===== src/rtl/pong_score_keeper_if.sv =====
// Game-side signal bundle for the Pong score keeper: ball/paddle positions and
// draw coordinates in, game state and scores out.
interface pong_score_keeper_if;
   logic       start;
   logic [5:0] ball_x;
   logic [5:0] ball_y;
   logic [5:0] paddle1_y;
   logic [5:0] paddle2_y;
   logic [5:0] column_count;
   logic [5:0] row_count;
   logic       ball_enable;
   logic [3:0] score1;
   logic [3:0] score2;
   logic       point_pulse;
   logic       game_active;
   logic [1:0] winner;
   logic       draw_ball;

   // Game/video side: drives positions and start, observes game state.
   modport master (
      output start, ball_x, ball_y, paddle1_y, paddle2_y, column_count, row_count,
      input  ball_enable, score1, score2, point_pulse, game_active, winner, draw_ball
   );

   // Score keeper side.
   modport slave (
      input  start, ball_x, ball_y, paddle1_y, paddle2_y, column_count, row_count,
      output ball_enable, score1, score2, point_pulse, game_active, winner, draw_ball
   );
endinterface


===== src/rtl/pong_score_keeper.sv =====
// Pong game sequencer: detects wall misses on ball position changes, keeps both
// scores, runs serve / point-hold / game-over and gates the ball controller.
module pong_score_keeper #(
   parameter int GAME_WIDTH    = 40,
   parameter int GAME_HEIGHT   = 30,
   parameter int PADDLE_HEIGHT = 6,
   parameter int WIN_SCORE     = 9,
   parameter int POINT_HOLD    = 25000000
) (
   input  logic                 clock,
   input  logic                 reset,
   pong_score_keeper_if.slave   bus
);

   typedef enum logic [1:0] {
      IDLE,
      RUNNING,
      POINT,
      GAME_OVER
   } state_t;

   localparam int                HOLD_W    = $clog2(POINT_HOLD + 1);
   localparam logic [HOLD_W-1:0] HOLD_LOAD = HOLD_W'(POINT_HOLD - 1);
   localparam logic [3:0]        WIN       = 4'(WIN_SCORE);
   localparam logic [5:0]        RIGHT_X   = 6'(GAME_WIDTH - 1);
   localparam logic [6:0]        PAD_H     = 7'(PADDLE_HEIGHT);

   state_t              r_state;
   logic [HOLD_W-1:0]   r_hold_cnt;
   logic [5:0]          r_prev_x;
   logic [5:0]          r_prev_y;
   logic                r_ball_enable;
   logic [3:0]          r_score1;
   logic [3:0]          r_score2;
   logic                r_point_pulse;
   logic                r_game_active;
   logic [1:0]          r_winner;
   logic                r_draw_ball;

   logic                w_pos_event;
   logic [6:0]          w_ball_y7;
   logic [6:0]          w_pad1_top;
   logic [6:0]          w_pad2_top;
   logic                w_on_paddle1;
   logic                w_on_paddle2;
   logic                w_left_miss;
   logic                w_right_miss;
   logic [3:0]          w_score1_sat;
   logic [3:0]          w_score2_sat;
   logic                w_game_won;
   logic                w_pix_match;
   logic                w_unused_height;

   // Board height only sizes the row range seen by the ball controller.
   assign w_unused_height = (GAME_HEIGHT > 0);

   // A miss counts once per ball arrival: only when the sampled position moves.
   assign w_pos_event = (bus.ball_x != r_prev_x) || (bus.ball_y != r_prev_y);

   // Hit window compared at 7 bits so a paddle near row 63 does not wrap.
   assign w_ball_y7    = {1'b0, bus.ball_y};
   assign w_pad1_top   = {1'b0, bus.paddle1_y};
   assign w_pad2_top   = {1'b0, bus.paddle2_y};
   assign w_on_paddle1 = (w_ball_y7 >= w_pad1_top) && (w_ball_y7 < w_pad1_top + PAD_H);
   assign w_on_paddle2 = (w_ball_y7 >= w_pad2_top) && (w_ball_y7 < w_pad2_top + PAD_H);

   assign w_left_miss  = w_pos_event && (bus.ball_x == 6'd0)    && !w_on_paddle1;
   assign w_right_miss = w_pos_event && (bus.ball_x == RIGHT_X) && !w_on_paddle2;

   assign w_score1_sat = (r_score1 < WIN) ? r_score1 + 4'd1 : r_score1;
   assign w_score2_sat = (r_score2 < WIN) ? r_score2 + 4'd1 : r_score2;
   assign w_game_won   = (w_left_miss  && (w_score2_sat == WIN)) ||
                         (w_right_miss && (w_score1_sat == WIN));

   assign w_pix_match  = (bus.column_count == bus.ball_x) && (bus.row_count == bus.ball_y);

   // NOTE: every register here, including the position history and hold counter,
   // is cleared by the synchronous reset so a mid-game reset leaves nothing behind;
   // all updates use <= so each branch sees the pre-edge values.
   always_ff @(posedge clock) begin
      if (reset) begin
         r_state       <= IDLE;
         r_hold_cnt    <= '0;
         r_prev_x      <= '0;
         r_prev_y      <= '0;
         r_ball_enable <= 1'b0;
         r_score1      <= '0;
         r_score2      <= '0;
         r_point_pulse <= 1'b0;
         r_game_active <= 1'b0;
         r_winner      <= '0;
         r_draw_ball   <= 1'b0;
      end else begin
         r_prev_x      <= bus.ball_x;
         r_prev_y      <= bus.ball_y;
         r_point_pulse <= 1'b0;
         r_draw_ball   <= w_pix_match;

         case (r_state)
            IDLE: begin
               if (bus.start) begin
                  r_state       <= RUNNING;
                  r_ball_enable <= 1'b1;
                  r_game_active <= 1'b1;
               end else begin
                  r_draw_ball   <= 1'b0;
               end
            end

            RUNNING: begin
               if (w_left_miss || w_right_miss) begin
                  if (w_left_miss) begin
                     r_score2 <= w_score2_sat;
                  end else begin
                     r_score1 <= w_score1_sat;
                  end
                  r_point_pulse <= 1'b1;
                  r_ball_enable <= 1'b0;
                  if (w_game_won) begin
                     // Winning point skips the hold entirely.
                     r_state       <= GAME_OVER;
                     r_game_active <= 1'b0;
                     r_winner      <= w_left_miss ? 2'd2 : 2'd1;
                  end else begin
                     r_state       <= POINT;
                     r_hold_cnt    <= HOLD_LOAD;
                  end
               end
            end

            POINT: begin
               if (r_hold_cnt == '0) begin
                  r_state       <= RUNNING;
                  r_ball_enable <= 1'b1;
               end else begin
                  r_hold_cnt    <= r_hold_cnt - 1'b1;
               end
            end

            GAME_OVER: begin
               if (bus.start) begin
                  r_state       <= RUNNING;
                  r_score1      <= '0;
                  r_score2      <= '0;
                  r_winner      <= '0;
                  r_ball_enable <= 1'b1;
                  r_game_active <= 1'b1;
               end
            end

            default: begin
               r_state <= IDLE;
            end
         endcase
      end
   end

   assign bus.ball_enable = r_ball_enable;
   assign bus.score1      = r_score1;
   assign bus.score2      = r_score2;
   assign bus.point_pulse = r_point_pulse;
   assign bus.game_active = r_game_active;
   assign bus.winner      = r_winner;
   assign bus.draw_ball   = r_draw_ball;

endmodule


===== src/flat_wrapper.sv =====
// flat-port wrapper written by rule: the top's interface ports become plain ports
module pong_score_keeper_flat 
#(
   parameter int GAME_WIDTH    = 40,
   parameter int GAME_HEIGHT   = 30,
   parameter int PADDLE_HEIGHT = 6,
   parameter int WIN_SCORE     = 9,
   parameter int POINT_HOLD    = 25000000
)
  (clock, reset, bus_start, bus_ball_x, bus_ball_y, bus_paddle1_y, bus_paddle2_y, bus_column_count, bus_row_count, bus_ball_enable, bus_score1, bus_score2, bus_point_pulse, bus_game_active, bus_winner, bus_draw_ball);
  pong_score_keeper_if bus_i ();
  input  logic clock;
  input  logic reset;
  input wire logic [$bits(bus_i.start)-1:0] bus_start;
  input wire logic [$bits(bus_i.ball_x)-1:0] bus_ball_x;
  input wire logic [$bits(bus_i.ball_y)-1:0] bus_ball_y;
  input wire logic [$bits(bus_i.paddle1_y)-1:0] bus_paddle1_y;
  input wire logic [$bits(bus_i.paddle2_y)-1:0] bus_paddle2_y;
  input wire logic [$bits(bus_i.column_count)-1:0] bus_column_count;
  input wire logic [$bits(bus_i.row_count)-1:0] bus_row_count;
  output wire logic [$bits(bus_i.ball_enable)-1:0] bus_ball_enable;
  output wire logic [$bits(bus_i.score1)-1:0] bus_score1;
  output wire logic [$bits(bus_i.score2)-1:0] bus_score2;
  output wire logic [$bits(bus_i.point_pulse)-1:0] bus_point_pulse;
  output wire logic [$bits(bus_i.game_active)-1:0] bus_game_active;
  output wire logic [$bits(bus_i.winner)-1:0] bus_winner;
  output wire logic [$bits(bus_i.draw_ball)-1:0] bus_draw_ball;
  assign bus_i.start = bus_start;
  assign bus_i.ball_x = bus_ball_x;
  assign bus_i.ball_y = bus_ball_y;
  assign bus_i.paddle1_y = bus_paddle1_y;
  assign bus_i.paddle2_y = bus_paddle2_y;
  assign bus_i.column_count = bus_column_count;
  assign bus_i.row_count = bus_row_count;
  assign bus_ball_enable = bus_i.ball_enable;
  assign bus_score1 = bus_i.score1;
  assign bus_score2 = bus_i.score2;
  assign bus_point_pulse = bus_i.point_pulse;
  assign bus_game_active = bus_i.game_active;
  assign bus_winner = bus_i.winner;
  assign bus_draw_ball = bus_i.draw_ball;
  pong_score_keeper #(.GAME_WIDTH(GAME_WIDTH), .GAME_HEIGHT(GAME_HEIGHT), .PADDLE_HEIGHT(PADDLE_HEIGHT), .WIN_SCORE(WIN_SCORE), .POINT_HOLD(POINT_HOLD)) u_core (.clock(clock), .reset(reset), .bus(bus_i));
endmodule

===== config.mk =====
export PLATFORM = sky130hd
export DESIGN_NAME = pong_score_keeper_flat
export DESIGN_NICKNAME = d
export VERILOG_FILES = /design/src/rtl/pong_score_keeper_if.sv /design/src/rtl/pong_score_keeper.sv /design/src/flat_wrapper.sv
export SDC_FILE = /design/constraint.sdc
export NUM_CORES = 1
export LEC_CHECK = 0
export ABC_CLOCK_PERIOD_IN_PS = 7070
export BUFFER_PORTS_ARGS = -buffer_cell sky130_fd_sc_hd__buf_4
export CORE_ASPECT_RATIO = 1.25
export CORE_MARGIN = 2
export CORE_UTILIZATION = 35
export DETAILED_ROUTE_END_ITERATION = 7
export PLACE_DENSITY_LB_ADDON = 0.3
export SYNTH_ARGS = -nofsm -noshare
export SYNTH_HDL_FRONTEND = slang
export SYNTH_SLANG_ARGS = --single-unit

===== constraint.sdc =====
create_clock -name clock -period 7.07 [get_ports clock]
set_input_delay 1.414 -clock clock [delete_from_list [all_inputs] [get_ports clock]]
set_output_delay 1.414 -clock clock [all_outputs]
set_load 0.01 [all_outputs]

Word level (Yosys, flattened, before mapping)
Index checks and enable logic that the tools add are counted.

storage, ports and cells
  logic and storage cells = 103
  output and inout port bits = 14
  input port bits = 39
  bits in registers = 53

operators by class
  bitwise operators = 1
  muxes and demuxes = 33
  eq/ne operators = 19
  order comparisons = 6
  reduce and logical (&&, ||, !) cells = 28
  $add $sub $neg = 5

operator list
  cell                     count
  $mux W25                 3
  $pmux W25 S2             1
  $mux W4                  7
  $logic_not A25 Y1        1
  $sub A25 B1 Y25 const B  1
  $reduce_and A4 Y1        5
  $pmux W4 S2              2
  $add A6 B3 Y7 const B    2
  $lt A6 B7 Y1             2
  $mux W2                  7
  $eq A6 B6 Y1             2
  $ge A6 B6 Y1             2
  $ne A6 B6 Y1             2
  $ne A2 B1 Y1 const B     5
  $logic_and A1 B1 Y1      9
  $mux W1                  9
  $add A4 B1 Y4 const B    2
  $eq A4 B4 Y1 const B     2
  $lt A4 B4 Y1 const B     2
  $ne A2 B2 Y1 const B     4
  $eq A6 B6 Y1 const B     1
  $logic_not A6 Y1         1
  $pmux W2 S3              1
  $reduce_bool A2 Y1       3
  other kinds (11)         16

Logic depth before layout (Yosys ltp)
  depth in word-level cells = 10
  gate-level depth with buffers = 13
  mapped depth without buffers = 12

Worst setup path before layout
Ideal clock, no wire load.

  path kind = in2reg
  start point = in bus_paddle1_y[1]
  end point = reg u_core.r_hold_cnt[16]
  required time = 6.951 ns
  stages on the path = 12
  setup time = 0.119 ns
  slack = 3.234 ns
  buffers on the path = 1
  arrival = 3.718 ns
  cell sequence = inv_1 -> ha_1 -> xor2_1 -> ha_1 -> and3_1 -> a22oi_1 -> a21oi_1 -> o2111ai_1 -> o211a_2 -> o21ai_2 -> buf_2 -> o221a_2

between the ends
  cells in the longest elaborated chain, start to end = 9
  elaborated cells on any way between the ends = 12
  classes of those cells = add/sub: 1; order compare: 2; eq/ne: 2; reduce/logical: 7

ends and longest elaborated chain
  element                               RTL line                  RTL
  start, declared                       flat_wrapper.sv:17        input wire logic [$bits(bus_i.paddle1_y)-1:0] bus_paddle1_y;
  $add A6 B3 Y7                         pong_score_keeper.sv:64   assign w_on_paddle1 = (w_ball_y7 >= w_pad1_top) && (w_ball_y7 < w_pad1_top + PAD_H);
  $lt A6 B7 Y1                          pong_score_keeper.sv:64
  $logic_and A1 B1 Y1 *                 pong_score_keeper.sv:64
  $logic_not A1 Y1 *                    pong_score_keeper.sv:67   assign w_left_miss = w_pos_event && (bus.ball_x == 6'd0) && !w_on_paddle1;
  $logic_and A1 B1 Y1 *                 pong_score_keeper.sv:67
  $logic_and A1 B1 Y1                   pong_score_keeper.sv:72   assign w_game_won = (w_left_miss && (w_score2_sat == WIN)) ||
  $logic_or A1 B1 Y1                    pong_score_keeper.sv:72
  $ne A2 B2 Y1 (no source line)         -
  $reduce_and A4 Y1 (no source line) *  -
  end signal, assigned                  pong_score_keeper.sv:136  r_hold_cnt <= r_hold_cnt - 1'b1;
  end, declared                         pong_score_keeper.sv:29   logic [HOLD_W-1:0] r_hold_cnt;

Every way passes the cells marked *; elsewhere a longest branch is shown, timed or not.
A chain may end at the register's enable or synchronous reset.

Worst setup path after layout
  start point = in bus_paddle1_y[1]
  end point = reg u_core.r_hold_cnt[2]

Same word-level chain as after synthesis.

==> metrics.cfg <==
[status]
status = complete, no violations

[clocking]
clk_pin_slew_ps = 70
clk_latency_ps = 300
clockRootBuffer = clkbuf_16
cts_resized = 0
holdBufCountCts = 0
htree_num_levels = 2
clk_path_buf_depth = 2
cts_sinks = 53
cts_setup_buffers = 0
cts_tree = built
cts_buffers = 5

[detailed_routing]
antenna_left = 0
via_count = 3570
via_per_inst = 5.71
drc = 0
detail_route.wl_per_cell_um = 16.5
routed_wl_mm = 10.3
drtIter0Drc = 218
drtPass1Iterations = 4

[timing]
report.final.slew_viol_count = 0
tns_ps = 0
worstMarginPinSlew_ps = 791
rsz0062_at_grt = no
finalCritPeriodShare_pct = 57.1
timing.final.hold_violations = 0
fmax_mhz = 248
setup_viol = 0
min_period_ps = 4040
fin_worst_skew_ps = 5.41
slew-limit-headroom_pct = 47.2

[setup_path]
cp.required_ps = 7260
crit_path_end = u_core.r_hold_cnt[2]
r2r_start = u_core.bus.score2[0]
critPathKind = input port to flip-flop
worst_r2r_path_depth = 9
critPathTopFamily = compound AO/OA/AOI/OAI gates
crit_path_frequent_cell = ha_1
crit_chain = buf_4 > inv_1 > ha_1 > xor2_1 > ha_1 > and3_1 > a22oi_1 > a21oi_1 > o2111ai_1 > o211a_2 > o21ai_2 > o221a_2
cp-start-kind = input port
cp_slowest_cell = o211a_2
cp-end-kind = flip-flop
crit_fanout = 13
regToRegSetupSlack_ps = 3960
cp_num_cells = 12
reg2reg_to = u_core.r_hold_cnt[2]
cpPeakStageDelay_ps = 470
crit_buf_inv = 2
crit_start = bus_paddle1_y[1]
arrival_ps = 4230

[worst_hold_path]
hp-class = flip-flop to flip-flop
worstHoldPathCells = 1
hp-start = u_core.r_hold_cnt[17]

[cells_and_area]
drive_above_1_share_pct = 17.8
insertedDiodeCount = 0
final_cell_mix = buf_4, dfxtp_1, ha_1, inv_1
nNetsFinal = 561
syn_to_final_growth_pct = 16.1
fillers = 1100

[pwr]
p_per_area_nw_per_um2 = 307
power_mw = 1.39
ir_drop_v = 0.000113
p_leak_nw = 1.76

[yosys]
synth-main-ff-cell = dfxtp_1
synth_compound_area_share_pct = 27.1
syn_area_um2 = 3900
synthSimpleGateAreaFrac_pct = 21.4
post_synth.cell_area_avg_um2 = 8.68
synth_fa_ha_area_share_pct = 10.6
synth-seq-area-share_pct = 27.2
synth_seq_cells = 53
synth.mux.area_fraction_pct = 1.83
async_flop_share_pct = 0
synth_xor_xnor_area_share_pct = 6.74
ys.warnings.count = 0
synthCells = 449
synth_top_family_by_area = compound AO/OA/AOI/OAI gates
synth-edff-count = 0
ys_types = 72
syn_nets = 521

[floorplan]
io_pins = 53
die_h_um = 122
rows = 43
coreArea_um2 = 11000
start_util_pct = 35.5
die-area_um2 = 12000
chipWidth_um = 98.4

[global_routing]
groute.usage.overall_pct = 17.0
grt_pass1_vias = 3555
antenna_found_initial = 0
grt.overflow.total = 0
grt_pass1_wl_mm = 16.9
grt_max_degree = 42

[placed_design]
io_buffers = 52
hpwl_mm = 7.45
gp_congestion = 0.848

[job]
max_cap_violations = 0

==> per-layer routing <==
layer | track usage [%] | share of wire, %
met1 | 19.6 | 43
met3 | 2.58 | 3.8
met4 | 7.36 | 2.5
met5 | 0 | 0
met2 | 31.2 | 51
==> how the worst min path moves through the flow <==
| stage | slack (ps) | end |
|---|---|---|
| floorplan | 460 | u_core.r_hold_cnt[17] |
| global placement | 470 | u_core.r_hold_cnt[17] |
| detailed placement | 480 | u_core.r_hold_cnt[17] |
| CTS | 500 | u_core.r_hold_cnt[17] |
| global route | 530 | u_core.r_hold_cnt[17] |
| finish | 490 | u_core.r_hold_cnt[17] |
==> cells by family (layout without fill, tap and decap cells) <==
| family | Yosys count | in the layout |
|---|---|---|
| mux | 7 | 7 |
| compound gates | 130 | 130 |
| xor+xnor | 30 | 30 |
| buf+inv | 50 | 91 |
| flops | 53 | 53 |
| simple gates | 146 | 146 |
| fa+ha+maj | 33 | 33 |
==> sequential cells by signal, indices dropped and copies added (netlist names) <==
name / count
u_core.bus.game_active: 1
u_core.r_prev_x: 6
u_core.bus.point_pulse: 1
u_core.bus.score1: 4
u_core.bus.draw_ball: 1
u_core.bus.winner: 2
u_core.r_hold_cnt: 25
u_core.r_state: 2
u_core.r_prev_y: 6
u_core.bus.score2: 4
u_core.bus.ball_enable: 1
==> metrics by stage <==
step                      hold slack (ps)  setup WS, ps  utilization [%]  instance area, um2  std cells
final                                 490          3030             41.3                4530        625
after global routing                  526          2880             41.3                4530        625
after CTS                             496          3060             41.3                4530        625
after detailed placement              478          2740             39.9                4380        617
after global placement                473          2820             39.9                4380        617
after floorplan                       461          3230                -                3900        449
==> layout make-up <==
cell class / instances / area, um2 / share of cell area (%)
repair buffers: 53 / 398 / 8.79
clock inverters: 3 / 25.0 / 0.553
well taps: 135 / 169 / 3.73
clock buffers: 5 / 125 / 2.76
multi-input cells: 346 / 2640 / 58.2
flip-flops and latches: 53 / 1060 / 23.4
inverters: 30 / 113 / 2.49
==> report_power, final <==
group	switching, mW	leakage [nW]	internal (mW)	total (mW)
combinational	0.429	1.26	0.282	0.710
sequential	0.0631	0.435	0.357	0.420
clock	0.124	0.0708	0.134	0.258
total	0.616	1.76	0.773	1.39
==> synth_stat cells (all sizes together), types with 3 or more instances <==
master    n  area, um2
a21oi    26        138
and3      6       37.5
a21o      4       30.0
a211oi   10       80.1
buf       6       35.0
nand2b   10       70.1
ha       33        413
nor2     26       97.6
a21boi    3       22.5
xnor2    12        105
nor3     11       66.3
nand2    26       97.6
or4       3       26.3
or3       5       31.3
a31oi     6       37.5
o2111ai   4       35.0
a221oi   10       87.6
nor2b    12       75.1
mux2i     6       60.1
dfxtp    53       1060
o211ai    5       51.3
nand4    11       68.8
o21ai    17       88.8
inv      29        109
o221a    19        214
xor2     18        158
a311oi    5       61.3
nor4      9       86.3
clkbuf   14       52.6
and4      3       26.3
nand3    15       75.1
Power figures use the tool's default switching activity.
